==> config.mk <==
export PLATFORM = sky130hd
export DESIGN_NAME = cdc_handshake_tx
export DESIGN_NICKNAME = d
export VERILOG_FILES = /design/src/rtl/cdc_handshake_tx.sv
export SDC_FILE = /design/constraint.sdc
export NUM_CORES = 1
export LEC_CHECK = 0
export ABC_AREA = 0
export BUFFER_PORTS_ARGS = -buffer_cell sky130_fd_sc_hd__buf_4
export CORE_MARGIN = 2
export CORE_UTILIZATION = 30
export DETAILED_ROUTE_END_ITERATION = 10
export PLACE_DENSITY_LB_ADDON = 0.12
export SLEW_MARGIN = 20
export SYNTH_ARGS = -nofsm -noshare
export SYNTH_HDL_FRONTEND = slang
export SYNTH_SLANG_ARGS = --single-unit
export TNS_END_PERCENT = 1
==> constraint.sdc <==
create_clock -name clk -period 1.8 [get_ports clk]
set_input_delay 0.18 -clock clk [delete_from_list [all_inputs] [get_ports clk]]
set_output_delay 0.18 -clock clk [all_outputs]
set_load 0.05 [all_outputs]
==> src/rtl/cdc_handshake_tx.sv <==
// Source-domain sender of a 4-phase req/ack crossing: captures a word from a valid/ready
// producer, holds it on xfer_data and runs req/ack with a synchronized acknowledge.
module cdc_handshake_tx #(
  parameter int unsigned W              = 8,
  parameter int unsigned TIMEOUT_CYCLES = 64,
  parameter int unsigned CNT_W          = 16
) (
  input  logic             clk,
  input  logic             rst,
  input  logic             src_valid,
  input  logic [W-1:0]     src_data,
  output logic             src_ready,
  output logic             xfer_req,
  output logic [W-1:0]     xfer_data,
  input  logic             ack_sync,
  output logic             busy,
  output logic [CNT_W-1:0] xfer_count,
  output logic             timeout_err,
  input  logic             err_clr
);

  localparam int unsigned TmoW = (TIMEOUT_CYCLES > 2) ? $clog2(TIMEOUT_CYCLES) : 1;
  localparam logic [TmoW-1:0] TmoMax = TmoW'(TIMEOUT_CYCLES - 1);
  localparam logic [TmoW-1:0] TmoPre = TmoW'(TIMEOUT_CYCLES - 2);

  typedef enum logic [1:0] {
    StIdle,
    StReq,
    StAckLow
  } state_e;

  state_e           state_q, state_d;
  logic             req_q, req_d;
  logic [W-1:0]     data_q, data_d;
  logic             busy_q, busy_d;
  logic [CNT_W-1:0] cnt_q, cnt_d;
  logic [TmoW-1:0]  tmo_q, tmo_d;
  logic             err_q, err_d;
  logic             accept;
  logic             in_hs;
  logic             tmo_set;

  always_comb begin
    state_d   = state_q;
    req_d     = req_q;
    data_d    = data_q;
    busy_d    = busy_q;
    cnt_d     = cnt_q;
    accept    = 1'b0;
    // A stale ack from an interrupted handshake must drain before a new word is taken.
    src_ready = (state_q == StIdle) && !ack_sync;

    unique case (state_q)
      StIdle: begin
        if (src_valid && src_ready) begin
          accept  = 1'b1;
          data_d  = src_data;
          req_d   = 1'b1;
          busy_d  = 1'b1;
          state_d = StReq;
        end
      end
      StReq: begin
        if (ack_sync) begin
          req_d   = 1'b0;
          state_d = StAckLow;
        end
      end
      StAckLow: begin
        if (!ack_sync) begin
          busy_d  = 1'b0;
          cnt_d   = cnt_q + CNT_W'(1);
          state_d = StIdle;
        end
      end
      default: state_d = StIdle;
    endcase
  end

  // Timeout only flags a slow handshake; it never aborts it.
  always_comb begin
    in_hs   = (state_q != StIdle);
    tmo_d   = tmo_q;
    tmo_set = 1'b0;
    if (accept) begin
      tmo_d = '0;
    end else if (in_hs) begin
      if (tmo_q != TmoMax) begin
        tmo_d = tmo_q + TmoW'(1);
      end
      tmo_set = (tmo_q == TmoPre);
    end
    if (tmo_set) begin
      err_d = 1'b1;
    end else if (err_clr) begin
      err_d = 1'b0;
    end else begin
      err_d = err_q;
    end
  end

  always_ff @(posedge clk or posedge rst) begin
    if (rst) begin
      state_q <= StIdle;
      req_q   <= 1'b0;
      data_q  <= '0;
      busy_q  <= 1'b0;
      cnt_q   <= '0;
      tmo_q   <= '0;
      err_q   <= 1'b0;
    end else begin
      state_q <= state_d;
      req_q   <= req_d;
      data_q  <= data_d;
      busy_q  <= busy_d;
      cnt_q   <= cnt_d;
      tmo_q   <= tmo_d;
      err_q   <= err_d;
    end
  end

  assign xfer_req    = req_q;
  assign xfer_data   = data_q;
  assign busy        = busy_q;
  assign xfer_count  = cnt_q;
  assign timeout_err = err_q;

endmodule

==> flow_summary.toml <==
[outcome]
status = "finished, final reports clean"

[worst_setup_path]
r2r_cells = 4
setup.worst_path.start_class = "flop"
worst_r2r_startpoint = "state_q[0]$_DFFE_PP0P_"
crit_chain = "or3b_4, nor3b_4, and4_1, xor2_1"
crit_path_end_kind = "flop"
timing.critical_path.fanout_max = 4
r2r_end = "xfer_count[10]$_DFFE_PP0P_"
worstSetupPathType = "flop to flop"
critPathSlowestCell = "sky130_fd_sc_hd__or3b_4"
regToRegSetupSlack_ns = 0.23
critical_path_buf_inv_count = 0
critical_path_required_ns = 2.01
critical_path_arrival_ns = 1.78
crit_family = "simple AND/OR/NAND/NOR gates"
critical-path-max-stage-delay_ns = 0.45

[routing]
number_of_detailed_routing_iterations_run_before_antenna_repair = 3
average_wire_length_per_cell_after_detail_routing_um = 11.3
drt_drc_violations_left = 0
routed_wl_um = 3060
initialDrtViolationCount = 44
via_per_inst = 4.42
vias = 1198
antenna_left = 0

[yosys]
synth_top_cell_by_area = "sky130_fd_sc_hd__dfrtp_1"
count_of_distinct_cell_types_in_the_synthesized_netlist = 34
synth-seq-cells = 35
synth-seq-area-share_pct = 54.9
netlist.area_leader.share_pct = 54.9
syn_avg_cell_area_um2 = 10.4
syn-num-nets = 169
synth_area_leaders = "sky130_fd_sc_hd__dfrtp_1, sky130_fd_sc_hd__nand2_1, sky130_fd_sc_hd__xnor2_1, sky130_fd_sc_hd__xor2_1, sky130_fd_sc_hd__ha_1"
syn-instance-count = 153
yosys_warns = 0
mapped_area_mm2 = 0.00160

[timing]
achievable-frequency_mhz = 637
finalClockSkew_ns = 0.00567
fin_worst_hold_slack_ns = 0.00121
worst_pin_slew_ns = 0.492
final.period_utilization_pct = 87.3
rsz_0062_raised_after_global_routing = "no"
timing_max_transition_violations_final = 0
setup-violations-final = 0
final.min_clock_period_ns = 1.57
relative_slew_slack_pct = 66.4
hold_violations = 0
final.setup.tns_ns = 0

[layout]
ff_latch_area_um2 = 876
nNetsFinal = 216
area.growth.synth_to_final_pct = 30.4
antenna-diode-count = 0
final_cell_area_excluding_filler_cells_mm2 = 0.00208
layout_commonest_cell = "sky130_fd_sc_hd__buf_4"
footprint_of_the_multi_input_gates_um2 = 681
layout_common_cells = "sky130_fd_sc_hd__buf_4, sky130_fd_sc_hd__nand2_1, sky130_fd_sc_hd__dfrtp_1"
proportion_of_layout_cells_with_a_drive_suffix_above_1_pct = 28.9
final_core_util_pct = 40.7
fillCellCount = 522

[global_routing]
grt_overflow_total = 0
grt_antenna_before_repair = 0
first_global_vias = 1146
global_route_usage_sum_pct = 11.3
grt_first_pass_wirelength_um = 5330
grt_max_degree = 36

[place]
io_buffers = 40
dp.final_hpwl_um = 2260
dpl-instance-area_mm2 = 0.00200
gp_routability_congestion = 0.734

[floorplanning]
floorplan.core_area_mm2 = 0.00511
floorplan.die.width_um = 76.9
die-height_um = 76.9
top_level_ports = 41
initial_utilization_pct = 31.2
rows = 26
dieArea_mm2 = 0.00592

[clock_tree]
post_cts_buffers = 0
clock_latency_ns = 0.28
tritoncts = "built"
cts_resized = 0
htreeDepth = 2
cts-root-buf = "sky130_fd_sc_hd__clkbuf_8"
max-clock-path-buffers = 2
clock_sinks = 35
post_cts_hold_buffer_count = 0
tritoncts.num_buffers = 5
worst_setup_hold_path_clk_slew_ns = 0.07

[power_and_ir_drop]
power.static_leakage_nw = 1.06
power.total_mw = 2.51
peakVddDrop_mv = 0.364
power-per-cell-area_mw_per_mm2 = 1210

[flow_run]
cap_viol_max_count = 0

[hold_path]
timing.hold.worst.class = "primary input to asynchronous set/reset pin"
==> sequential cells by signal, indices dropped and copies added, names as in the netlist <==
name,cells
busy,1
state_q,2
timeout_err,1
tmo_q,6
xfer_count,16
xfer_data,8
xfer_req,1
==> logic make-up (layout without fill, tap and decap cells) <==
group           after synthesis  count (layout)  synth area share (%)
compound gates               13              13                  5.02
xor+xnor                     17              17                  9.33
fa+ha+maj                     3               3                  2.35
buf+inv                      10              58                  3.14
flops                        35              35                  54.9
mux                           3               3                  1.96
simple gates                 72              72                  23.3
==> tightest hold or removal path, stage by stage <==
cell	delay, ns
sky130_fd_sc_hd__buf_4	0.11
sky130_fd_sc_hd__inv_1	0.04
sky130_fd_sc_hd__buf_4	0.39
==> power by group <==
part           internal, mW  switching (mW)
registers             0.934           0.139
logic                 0.305           0.588
clock network         0.265           0.283
total                  1.50            1.01
==> Yosys cell counts <==
library cell                count
sky130_fd_sc_hd__nor3_1         3
sky130_fd_sc_hd__nand2_1       35
sky130_fd_sc_hd__o22ai_1        1
sky130_fd_sc_hd__a31oi_1        2
sky130_fd_sc_hd__nor3b_4        2
sky130_fd_sc_hd__a21o_1         1
sky130_fd_sc_hd__mux2_2         1
sky130_fd_sc_hd__clkbuf_1       1
sky130_fd_sc_hd__a21oi_1        2
sky130_fd_sc_hd__or3b_4         1
sky130_fd_sc_hd__xor2_1         6
sky130_fd_sc_hd__buf_2          1
sky130_fd_sc_hd__o21ai_0        4
sky130_fd_sc_hd__nand2b_1       1
sky130_fd_sc_hd__xnor2_1       11
sky130_fd_sc_hd__buf_4          1
sky130_fd_sc_hd__ha_1           3
sky130_fd_sc_hd__nor2_1        10
sky130_fd_sc_hd__and3_1         2
sky130_fd_sc_hd__and4_1         3
sky130_fd_sc_hd__nand4_2        1
sky130_fd_sc_hd__buf_6          1
sky130_fd_sc_hd__inv_1          6
sky130_fd_sc_hd__nor4_1         1
sky130_fd_sc_hd__or2_1          1
sky130_fd_sc_hd__or3_1          1
sky130_fd_sc_hd__a2111oi_0      1
sky130_fd_sc_hd__o21a_1         2
sky130_fd_sc_hd__nor3b_1        1
sky130_fd_sc_hd__nand3_1        6
sky130_fd_sc_hd__dfrtp_1       35
sky130_fd_sc_hd__nand4_1        3
sky130_fd_sc_hd__and2_1         1
sky130_fd_sc_hd__mux2i_1        2
==> metal layers <==
layer	part of all wire (%)	track usage [%]
met1	48	13.8
met2	48	18.3
met3	3.3	4.12
met4	1.1	3.82
met5	0	0
==> stage by stage <==
| stage | std cells | setup WS [ns] |
|---|---|---|
| finish | 271 | 0.229 |
| global route | 271 | 0.101 |
| CTS | 271 | 0.215 |
| detailed placement | 263 | 0.231 |
| global placement | 263 | 0.261 |
| floorplan | 153 | 0.107 |
==> area by class of cell <==
class	count	area share, %
sequential	35	42.1
multi-input combinational	108	32.7
timing repair buffer	44	15.9
tap	70	4.21
clock buffer	5	3.31
inverter	6	1.08
clock inverter	3	0.722
==> worst max path at each step <==
stage / depth (start not counted) / slack (ns) / to / from
after floorplan: 5 / 0.11 / xfer_count[10]$_DFFE_PP0P_ / xfer_count[0]$_DFFE_PP0P_
after global placement: 4 / 0.26 / xfer_count[10]$_DFFE_PP0P_ / state_q[0]$_DFFE_PP0P_
after detailed placement: 4 / 0.23 / xfer_count[10]$_DFFE_PP0P_ / state_q[0]$_DFFE_PP0P_
after CTS: 4 / 0.22 / xfer_count[10]$_DFFE_PP0P_ / state_q[0]$_DFFE_PP0P_
after global routing: 4 / 0.10 / xfer_count[15]$_DFFE_PP0P_ / state_q[0]$_DFFE_PP0P_
final: 4 / 0.23 / xfer_count[10]$_DFFE_PP0P_ / state_q[0]$_DFFE_PP0P_
Note: power is estimated with default switching activity, not from simulation.
